<file path="src/rtl/fifo_rd_packer.sv">
// Read-side FIFO consumer: pops bytes and packs PACK of them into one wide word.
// A flush emits whatever has accumulated as a partial word with a lane-keep mask.
module fifo_rd_packer #(
  parameter int DATA_WIDTH = 8,
  parameter int PACK       = 4
) (
  input  logic                       clk,
  input  logic                       rst,
  input  logic                       has_data,
  output logic                       rd_en,
  input  logic [DATA_WIDTH-1:0]      rd_data,
  input  logic                       flush,
  output logic                       out_valid,
  input  logic                       out_ready,
  output logic [DATA_WIDTH*PACK-1:0] out_data,
  output logic [PACK-1:0]            out_keep,
  output logic                       busy
);

  localparam int CW = $clog2(PACK + 1);

  logic [DATA_WIDTH-1:0]      acc [PACK];
  logic [CW-1:0]              count;
  logic [CW-1:0]              cnt_eff;
  logic                       pend;
  logic                       flush_pend;
  logic                       out_free;
  logic                       xfer;
  logic                       part_xfer;
  logic                       flush_clr;
  logic [PACK-1:0]            keep_nxt;
  logic [DATA_WIDTH*PACK-1:0] data_nxt;

  always_comb begin
    keep_nxt  = '0;
    data_nxt  = '0;
    out_free  = !out_valid || out_ready;
    part_xfer = out_free && flush_pend && !pend && (count != '0) && (count != CW'(PACK));
    xfer      = (out_free && (count == CW'(PACK))) || part_xfer;
    cnt_eff   = xfer ? '0 : count;
    rd_en     = has_data && !rst && !flush_pend &&
                (({1'b0, cnt_eff} + {{CW{1'b0}}, pend}) < (CW+1)'(PACK));
    // a flush raised on the same cycle as a pop must wait for that byte to land
    flush_clr = part_xfer || ((count == '0) && !pend && !rd_en);
    for (int i = 0; i < PACK; i++) begin
      keep_nxt[i] = CW'(i) < count;
      data_nxt[i*DATA_WIDTH +: DATA_WIDTH] = keep_nxt[i] ? acc[i] : '0;
    end
  end

  always_ff @(posedge clk) begin
    for (int i = 0; i < PACK; i++) begin
      if (!rst && pend && (cnt_eff == CW'(i))) acc[i] <= rd_data;
    end
  end

  always_ff @(posedge clk) begin
    if (rst) begin
      count      <= '0;
      pend       <= 1'b0;
      flush_pend <= 1'b0;
      out_valid  <= 1'b0;
      out_data   <= '0;
      out_keep   <= '0;
    end else begin
      pend       <= rd_en;
      flush_pend <= (flush_pend || flush) && !flush_clr;
      if (pend)      count <= cnt_eff + 1'b1;
      else if (xfer) count <= '0;
      if (xfer) begin
        out_valid <= 1'b1;
        out_data  <= data_nxt;
        out_keep  <= keep_nxt;
      end else if (out_ready) begin
        out_valid <= 1'b0;
      end
    end
  end

  assign busy = (count != '0) || pend || out_valid || flush_pend;

endmodule

</file>
<file path="config.mk">
export PLATFORM = sky130hd
export DESIGN_NAME = fifo_rd_packer
export DESIGN_NICKNAME = d
export VERILOG_FILES = /design/src/rtl/fifo_rd_packer.sv
export SDC_FILE = /design/constraint.sdc
export NUM_CORES = 1
export LEC_CHECK = 0
export CAP_MARGIN = 20
export CORE_AREA = 3 3 84 86
export DETAILED_ROUTE_END_ITERATION = 12
export DIE_AREA = 0 0 87 89
export GPL_TIMING_DRIVEN = 0
export PLACE_DENSITY_LB_ADDON = 0.2
export SYNTH_ARGS = -nofsm -noshare
export SYNTH_HDL_FRONTEND = slang
export SYNTH_SLANG_ARGS = --single-unit
</file>
<file path="constraint.sdc">
create_clock -name clk -period 3.07 [get_ports clk]
set_clock_uncertainty 0.05 [all_clocks]
set_input_delay 0.614 -clock clk [delete_from_list [all_inputs] [get_ports clk]]
set_output_delay 0.614 -clock clk [all_outputs]
set_load 0.02 [all_outputs]
</file>
After elaboration in Yosys (flattened, before gate mapping). Memory sizes are Yosys's and may differ from the RTL's. A register that Yosys moved wholly into a read port is not among the register bits. Index checks and enable logic that the tools add are counted.

Add/sub/neg operators: 2. $lt $le $gt $ge: 5. Equal/unequal tests: 5. Muxes and demuxes: 25. Reduce and logical (&&, ||, !) cells: 36.

Operators by type and width (count): 8-bit 2-to-1 mux (7); 8-bit OR reduction (3); 1-bit logical AND (16); 1-bit 2-to-1 mux (13); 1-bit logical OR (7); 3-bit by 2-bit == test with 1-bit output (second input constant) (2); 1-bit logical NOT (6); 3-bit logical NOT (2); 1-bit by 3-bit less-than comparator with 1-bit output (first input constant) (2); 2-bit by 3-bit less-than comparator with 1-bit output (first input constant) (2); 2-bit 2-to-1 mux (3); 3-bit 2-to-1 mux (2); 3-bit by 1-bit adder with 4-bit output (1); 4-bit by 3-bit less-than comparator with 1-bit output (second input constant) (1); 3-bit by 1-bit adder with 3-bit output (second input constant) (1); 3-bit by 1-bit == test with 1-bit output (second input constant) (1); 3-bit == test (second input constant) (1); 3-bit != test (second input constant) (1); 3-bit nonzero test (1); 2-bit nonzero test (1).

Register bits: 42. RAM bits: 32. Input bits: 13. Output and inout bits: 39. Logic and storage cells: 80. Memories: 1.

Memories: acc (words 4, width 8, rd ports 4, clocked after memory_dff 1, write ports 1, line 22) `logic [DATA_WIDTH-1:0] acc [PACK];`.

Logic depth before layout (Yosys ltp). Gate-level depths: netlist of run 1.

Depth after elaboration: 16. Gate-level depth with buffers: 9.

Least setup slack after synthesis of run 1. Ideal clock, no wire load.

Path type: register -> output. From: register count[1]. To: output rd_en. Arrival: 2041 ps. Data required time: 2406 ps. Setup slack: 365 ps. Stages on the path, launching flop included: 10. Path buffers: 1. Cells stage by stage: dfxtp_1 -> or2_4 -> mux2_4 -> buf_6 -> nand2_4 -> and2_1 -> ha_1 -> a21oi_1 -> a21oi_1 -> nor3_1.

Longest elaborated chain between the ends: 8.

Ends and longest elaborated chain: start, declared (line 23) `logic [CW-1:0] count;`; start signal, assigned (line 68) `if (pend) count <= cnt_eff + 1'b1;`; 3-bit nonzero test (line 38) `part_xfer = out_free && flush_pend && !pend && (count != '0) && (count != CW'(PACK));`; 1-bit logical AND (2 in a row) (line 38); 1-bit logical OR (line 39) `xfer = (out_free && (count == CW'(PACK))) || part_xfer;`; 3-bit 2-to-1 mux (*); 3-bit by 1-bit adder with 4-bit output (*) (line 42) `(({1'b0, cnt_eff} + {{CW{1'b0}}, pend}) < (CW+1)'(PACK));`; 4-bit by 3-bit less-than comparator with 1-bit output (*) (line 42); 1-bit logical AND (*) (line 41) `rd_en = has_data && !rst && !flush_pend &&`; end, declared (line 10) `output logic rd_en,`.

Mark *: on every way between the ends. The rest lies on a longest branch, timed or not.

Final worst setup path of run 1. Same ends and word-level chain as after synthesis.

==> impl_results.md, run 1 <==
* Status: completed
* Register area at 0.00180 sq mm
* Synth cell types at 28
* RSZ-0062 raised after global routing: no
* Cell Pwr Density at 571 mW/mm^2
* Period utilization at 0.944
* Post-route setup TNS at 0 ps
* Area fraction of the dominant cell type after synthesis at 0.339
* Seq/Total Area, Yosys at 0.635
* Achievable Freq at 0.345 GHz
* Worst VDD drop at 0.306 mV
* Worst Tran Pin Value at 860 ps
* Seq cells post-synth at 74
* Final #Nets at 331
* Share of post-route cells with drive strength above 1 at 0.104
* Via density at 5.35
* CP Max Fanout at 7
* Io pins at 52
* Crit path DAT at 2230 ps
* # port buffers at 51
* Syn nets at 268
* N_diodes at 0
* Wirelength per Cell at 16.3 microns
* Crit end category: primary output
* Slew Limit Headroom at 0.427
* CTS sink count at 74
* Min Clock Period, post-route at 2900 ps
* Hold Violations, Final at 0
* ANT nets after route at 0
* All-Layer GR Usage at 0.181
* Top cells by area, synth: edfxtp_1 34%, dfxtp_1 30%, nand2b_1 6.0%
* First-pass GRT wire length at 10400 microns
* Clock Pin Slew Worst Setup and Hold Paths at 80 ps
* Clock Latency Late Sink at 350 ps
* MaxCap Viol Count at 0
* Multi-input logic area at 941 sq um
* Post-DP HPWL at 4370 microns
* Leak pwr at 1.23 nW
* Worst Setup Slack, final at 173 ps
* Largest net degree at the start of global routing at 14
* Synth Area per Inst at 11.4 sq um
* # DRC at 0
* P&R area growth vs syn at 28.6%
* Initial Util at 0.447
* Root buf cell: clkbuf_8
* Remaining Overflow, GRT at 0
* Initial antenna violation count at 0
* CTS Buffer Depth at 2
* YS warnings at 0
* Detailed-route via count at 2108
* Dominant cell type by area after synthesis: edfxtp_1
* Synth Cell Area at 0.00284 sq mm
* Pre-CTS WS at -367 ps
* Kind of critical path: reg -> out
* Setup violators final at 0
* Hold Path Class: reg -> reg
* Cell area after layout at 0.00365 sq mm
* Slew Limit Fails at 0
* Die Span Y at 89 microns
* Dpl cells at 377
* GPL Wtd Cong at 0.856
* Drt first-iter violations at 86
* Core area at 0.00635 sq mm
* CTS Hold Bufs at 0
* Initial DRT Pass Iterations at 4
* Row cnt at 29
* Fillers at 554
* FF-to-FF setup slack at 510 ps
* WL final at 6440 microns
* DIE WIDTH at 87 microns
* CTS H-Tree Depth at 3
* Die area at 0.00774 sq mm
* CTS tree: built
* Post-Layout Cell Count at 394
* Vias in the first global route at 2064
* Placed cell areas at 0.00344 sq mm
* CP Data Required Time at 2410 ps
* CP Launch Type: flip-flop
* Post-Synthesis Cells at 249
* CTS Buf Count at 9
==> stage by stage <==
stage | utilization | hold slack (ps) | total power [mW]
5_1_grt | 0.575 | 439 | 2.18
3_5_place_dp | 0.542 | 406 | 1.39
2_1_floorplan | - | 398 | 1.27
4_1_cts | 0.570 | 420 | 2.09
6_report | 0.575 | 415 | 2.08
3_3_place_gp | 0.542 | 404 | 1.38
==> state kept, by name (all words and copies together) (netlist names) <==
signal	flops
out_data	32
acc	32
flush_pend	1
out_valid	1
out_keep	4
count	3
pend	1
==> cells in the final DEF, fill, tap and decap left out, drive strengths merged, types with 3 or more instances in the layout <==
cell / synthesis / final
a2111oi: 3 / 3
a21oi: 17 / 17
buf: 12 / 14
clkbuf: 7 / 18
clkdlybuf4s50: 0 / 50
clkinv: 0 / 3
dfxtp: 42 / 42
edfxtp: 32 / 32
ha: 6 / 6
nand2: 7 / 7
nand2b: 27 / 27
nand3: 10 / 10
nand4: 24 / 24
nor2: 9 / 9
nor2b: 7 / 7
nor3: 4 / 4
o21ai: 34 / 34
==> Yosys cell counts <==
cell / instances
o21ai_0: 14
nand2_4: 1
buf_2: 4
a21oi_1: 16
o21ai_1: 20
clkbuf_1: 6
and2_1: 2
nand3_1: 10
nand2_1: 6
mux2i_1: 1
nor2b_1: 7
nor3_1: 4
nand4_1: 24
or2_4: 1
and3_1: 1
a21oi_2: 1
dfxtp_1: 42
edfxtp_1: 32
buf_1: 4
ha_1: 6
nand2b_1: 27
buf_6: 4
mux2_4: 1
a2111oi_0: 3
mux2_1: 1
inv_1: 1
nor2_1: 9
clkbuf_2: 1
==> final cells by class <==
cell class / count / area share
clock buffer: 11 / 0.0418
tap: 77 / 0.0264
clock inverter: 5 / 0.0103
sequential: 74 / 0.494
timing repair buffer: 53 / 0.143
buffer: 18 / 0.0264
inverter: 1 / 0.00103
multi-input combinational: 155 / 0.258
==> power by group <==
part | internal (mW) | leakage [nW] | switching [mW]
logic | 0.120 | 0.512 | 0.168
clock network | 0.344 | 0.0907 | 0.375
registers | 1.06 | 0.629 | 0.0207
==> cells by family (layout without fill, tap and decap cells) <==
logic type / count (synthesis) / in the layout / synth area share
fa+ha+maj: 6 / 6 / 0.0265
simple gates: 92 / 92 / 0.186
flops: 74 / 74 / 0.635
mux: 3 / 3 / 0.0128
compound gates: 54 / 54 / 0.101
buf+inv: 20 / 88 / 0.0392
==> timing repair <==
item	CTS	global route
setup buffers	0	2
pin swaps	0	1
resized for setup	5	3
endpoints found under the setup margin	1	1
==> routing by layer <==
metal	wire, microns	vias up	track usage
met3	274	6	0.0507
met1	3110	1013	0.243
met2	3000	53	0.280
met5	0	-	0
li1	-	1036	-
met4	53	0	0.0694
==> worst max-delay path, stage by stage, from the launching register on <==
cell and delay, ps:
dfxtp_1 360, or2_4 290, mux2_4 340, nand2_4 110, and2_1 180, ha_1 160
a21oi_1 70, a21oi_2 150, nor3_2 50, buf_2 180
==> path summary, 6_finish.rpt <==
check,from,endpoint,cells past startpoint
hold / removal,out_data[9],out_data[9],2
setup reg to reg,count[1],acc[1][4],7
setup / recovery,count[1],rd_en,9
hold reg to reg,out_data[9],out_data[9],2
Power figures use the tool's default switching activity.
==> run 2: changes to the inputs <==
- CTS_CLUSTER_SIZE: default -> 12
- PLACE_DENSITY: default -> 0.74
- PLACE_DENSITY_LB_ADDON: 0.2 -> default
- SLEW_MARGIN: default -> 30
==> run 2 against run 1 <==
Compared with the run above: utilization down 0.37 points; critical path depth unchanged; flip-flop and latch count unchanged; critical path type is now in -> out; power down 0.56%; largest cell class unchanged; clock-buffer cell count up 1; worst hold slack about the same; sequential share of layout area up 0.32 points; highest routed layer unchanged; cell count unchanged; clock power down 1%; setup slack worse by 71 ps; first-iteration DRC count up 88%.
==> impl_results.md, run 2 (synthesized netlist as in run 1, its figures left out) <==
* Hold Path Class: reg -> reg
* Kind of critical path: in -> out
* Status: completed
* ANT nets after route at 0
* Placed cell areas at 0.00344 sq mm
* Worst Setup Slack, final at 102 ps
* Fillers at 542
* Final #Nets at 331
* Via density at 5.36
* GR Util met2 at 0.282
* DIE WIDTH at 87 microns
* CTS tree: built
* Most common cell after layout, fill and taps aside: clkdlybuf4s50_1
* RSZ-0062 raised after global routing: no
* R2R Path Start: count[1]
* Achievable Freq at 0.337 GHz
* Slew Limit Fails at 0
* N_diodes at 0
* Largest regs: acc: 32 flops, out_data: 32 flops, out_keep: 4 flops
* Vias in the first global route at 2058
* Hold path depth at 2
* WL final at 6380 microns
* CTS H-Tree Depth at 3
* Min Clock Period, post-route at 2970 ps
* Leak pwr at 1.23 nW
* Core area at 0.00635 sq mm
* Post-DP HPWL at 4370 microns
* GR Util met1 at 0.227
* Worst R2R Path Depth at 7
* Drt first-iter violations at 162
* Setup violators final at 0
* Crit end category: primary output
* First-pass GRT wire length at 10100 microns
* Hold Violations, Final at 0
* CP Launch Type: input pin
* CP Max Fanout at 7
* CTS Buf Count at 9
* Initial Util at 0.447
* Share of post-route cells with drive strength above 1 at 0.0915
* CTS Hold Bufs at 0
* Row cnt at 29
* Initial DRT Pass Iterations at 4
* Worst VDD drop at 0.349 mV
* Initial antenna violation count at 0
* GPL Wtd Cong at 0.832
* Root buf cell: clkbuf_8
* CP Data Required Time at 2410 ps
* Io pins at 52
* Worst Tran Pin Value at 859 ps
* CTS Buffer Depth at 2
* Min Hold Slack at 415 ps
* Cell Pwr Density at 572 mW/mm^2
* Commonest cells after routing, fill and taps aside: 50 x clkdlybuf4s50_1, 42 x dfxtp_1, 32 x edfxtp_1, 26 x nand2b_1, 24 x nand4_1
* Power Total at 2.07 mW
* CTS sink count at 74
* Detailed-route via count at 2110
* Die area at 0.00774 sq mm
* Crit. Startpoint: out_ready
* Hold Startpoint: out_data[24]
* Grt met3 use at 0.0553
* MaxCap Viol Count at 0
* Pre-CTS WS at -391 ps
* Crit path DAT at 2300 ps
* # port buffers at 51
* Remaining Overflow, GRT at 0
* P&R area growth vs syn at 27.8%
* Cell area after layout at 0.00363 sq mm
* All-Layer GR Usage at 0.177
* Period utilization at 0.967
* Die Span Y at 89 microns
* # DRC at 0
* Largest net degree at the start of global routing at 13
* Global route hottest layer: met2
* Clock Latency Late Sink at 350 ps
* Slew Limit Headroom at 0.428
* Wirelength per Cell at 16.2 microns
* Clock Pin Slew Worst Setup and Hold Paths at 80 ps
[run 2: cell types whose count changed in the layout (fill, tap and decap cells not counted), moves of 2 or more]
cell	before	now
clkbuf_1	7	9
clkinv_2	1	3
clkinv_4	2	0
clkinvlp_4	2	0
[run 2: layer usage]
metal | part of all wire | vias up | wire, microns
li1 | - | 1029 | -
met1 | 0.45 | 1002 | 2840
met2 | 0.48 | 65 | 3070
met3 | 0.055 | 14 | 351
met4 | 0.017 | 0 | 110
met5 | 0 | - | 0
[run 2: worst max-delay path, cell delays in order]
cell and delay, ps:
clkdlybuf4s50_1 470, nand2b_2 160, nand2_4 90, and2_1 200, ha_1 190, a21oi_1 140, a21oi_1 70, nor3_1 180
buf_2 190
[run 2: through the flow]
step	TNS (ps)	cells	utilization
after floorplan	0	249	-
after global placement	-381	377	0.542
after detailed placement	-391	377	0.542
after CTS	0	392	0.568
after global routing	0	394	0.571
final	0	394	0.571
[run 2: report_power, final]
group          leakage, nW  internal (mW)  total [mW]  switching, mW
registers            0.629           1.06        1.08         0.0204
clock network       0.0941          0.373       0.709          0.336
logic                0.508          0.119       0.286          0.168
[run 2: repair_timing]
action / 4_1_cts / 5_1_grt
setup buffers: 0 / 2
setup endpoints to repair: 1 / 1
resized for setup: 5 / 1
pin swaps: 0 / 0
[run 2: area by class of cell]
cell class              instances  area (sq um)  share of cell area
clock buffers                  12           135              0.0373
plain buffers                  18          96.3              0.0266
repair buffers                 53           520               0.144
inverters                       1          3.75             0.00104
clock inverters                 4          45.0              0.0124
multi-input cells             155           927               0.256
flip-flops and latches         74          1800               0.497
well taps                      77          96.3              0.0266
[run 2: final timing paths]
| check | endpoint | slack (ps) |
|---|---|---|
| max | rd_en | 100 |
| min | out_data[24] | 420 |
| max reg2reg | acc[1][5] | 490 |
| min reg2reg | out_data[24] | 420 |
==> run 3: changes to the inputs <==
- CORE_AREA: 3 3 84 86 -> 3 3 61 119
- DIE_AREA: 0 0 87 89 -> 0 0 64 122
- PLACE_DENSITY: 0.74 -> 0.73
==> run 3 against run 2 <==
Compared with the run above: die area increased by 0.84%; non-clock buffer count increased by 1; setup slack improved by 90 ps; sequential share of layout area down 1.8 points; flip-flop and latch count is the same; register-to-register slack gained 110 ps; fmax rose by 3.1%; first-iteration DRC count fell by 47%; largest power group unchanged; highest routed layer unchanged; critical endpoint unchanged; final area rose by 3.8%; global-route usage is 0.53 points lower; sequential power is essentially flat.
==> impl_results.md, run 3 (synthesized netlist as in run 1, its figures left out) <==
* Status: completed
* # DRC at 0
* WL final at 6230 microns
* Wirelength per Cell at 15.4 microns
* Root buf cell: clkbuf_16
* Net load switching power at 0.557 mW
* DIE WIDTH at 64 microns
* Worst Setup Slack, final at 191 ps
* Internal cell power at 1.80 mW
* Final #Nets at 332
* CTS Buffer Depth at 2
* GPL Wtd Cong at 0.885
* Share of post-route cells with drive strength above 1 at 0.101
* Hold Violations, Final at 0
* Initial antenna violation count at 0
* Detailed-route via count at 2130
* Row cnt at 41
* # port buffers at 51
* Largest regs: acc: 32 flops, out_data: 32 flops, out_keep: 4 flops
* Die Span Y at 122 microns
* Hold Path Class: reg -> reg
* Min Clock Period, post-route at 2880 ps
* Core Util, Final at 0.587
* Hold Startpoint: out_data[27]
* Kind of critical path: in -> out
* Cell area after layout at 0.00376 sq mm
* Crit path DAT at 2210 ps
* Remaining Overflow, GRT at 0
* Most common cell after layout, fill and taps aside: clkdlybuf4s50_1
* CTS Buf Count at 9
* N_diodes at 0
* Achievable Freq at 0.347 GHz
* Comb pwr share at 0.122
* CP Launch Type: input pin
* Worst VDD drop at 0.302 mV
* Part of the power in registers at 0.459
* Clock Pin Slew Worst Setup and Hold Paths at 60 ps
* CTS H-Tree Depth at 3
* All-Layer GR Usage at 0.172
* MaxCap Viol Count at 0
* P&R area growth vs syn at 32.6%
* Initial Util at 0.443
* ANT nets after route at 0
* Placed cell areas at 0.00346 sq mm
* Min Hold Slack at 412 ps
* Register area at 0.00180 sq mm
* Die area at 0.00781 sq mm
* Drt first-iter violations at 86
* Cell Pwr Density at 626 mW/mm^2
* Crit. Startpoint: rst
* First-pass GRT wire length at 9990 microns
* Commonest cells after routing, fill and taps aside: 50 x clkdlybuf4s50_1, 42 x dfxtp_1, 32 x edfxtp_1, 26 x nand2b_1, 24 x nand4_1
* CP Max Fanout at 10
* CP Data Required Time at 2410 ps
* CTS tree: built
* R2R Path Start: count[1]
* Post-route setup TNS at 0 ps
* Pre-CTS WS at -370 ps
* Post-DP HPWL at 4540 microns
* Clock share of power at 0.419
* Multi-input logic area at 935 sq um
* Fillers at 536
* Worst Tran Pin Value at 783 ps
* Setup violators final at 0
* Period utilization at 0.938
* Clock Latency Late Sink at 330 ps
* Core area at 0.00641 sq mm
* Crit end category: primary output
* CTS sink count at 74
* Sw Share at 0.236
* RSZ-0062 raised after global routing: no
* Slew Limit Headroom at 0.478
* Largest net degree at the start of global routing at 13
* Leak pwr at 1.29 nW
* Initial DRT Pass Iterations at 4
* Slew Limit Fails at 0
* Vias in the first global route at 2071
* Io pins at 52
* Via density at 5.27
run 3: cell type report:
class,count,area share
Clock buffer,13,0.0721
Inverter,1,0.000997
Buffer,18,0.0256
Tap cell,86,0.0286
Sequential cell,74,0.479
Timing Repair Buffer,54,0.140
Clock inverter,3,0.00532
Multi-Input combinational cell,155,0.248
run 3: per-layer routing:
metal / up-vias / global-route usage / part of all wire
li1: 1028 / - / -
met1: 1028 / 0.184 / 0.38
met2: 59 / 0.299 / 0.55
met3: 15 / 0.0424 / 0.040
met4: 0 / 0.103 / 0.035
met5: - / 0 / 0
run 3: power by group through the flow:
stage	registers, mW	clock network (mW)	logic, mW
6_report	1.08	0.988	0.289
5_1_grt	1.09	1.05	0.314
4_1_cts	1.08	1.01	0.283
3_5_place_dp	1.10	0	0.283
3_3_place_gp	1.10	0	0.278
2_1_floorplan	1.12	0	0.151
run 3: what timing repair did:
action	in CTS	in global routing
gates resized for setup	5	2
pin swaps	0	1
setup endpoints to repair	1	1
setup buffers	0	3
hold buffers	0	0
run 3: stage by stage:
stage	power (mW)	std cells
2_1_floorplan	1.27	249
3_5_place_dp	1.38	386
6_report	2.36	404
4_1_cts	2.37	402
3_3_place_gp	1.38	386
5_1_grt	2.45	404
run 3: worst max-delay path, stage by stage:
cell and delay [ps]:
clkdlybuf4s50_1 480, clkbuf_1 370, clkbuf_1 440, nor3_1 120
buf_2 180
run 3: path summary, 6_finish.rpt:
path	to	slack (ps)	depth (start not counted)
worst max register to register	acc[1][5]	600	7
worst max-delay path	rd_en	190	5
worst min register to register	out_data[27]	410	2
worst min-delay path	out_data[27]	410	2
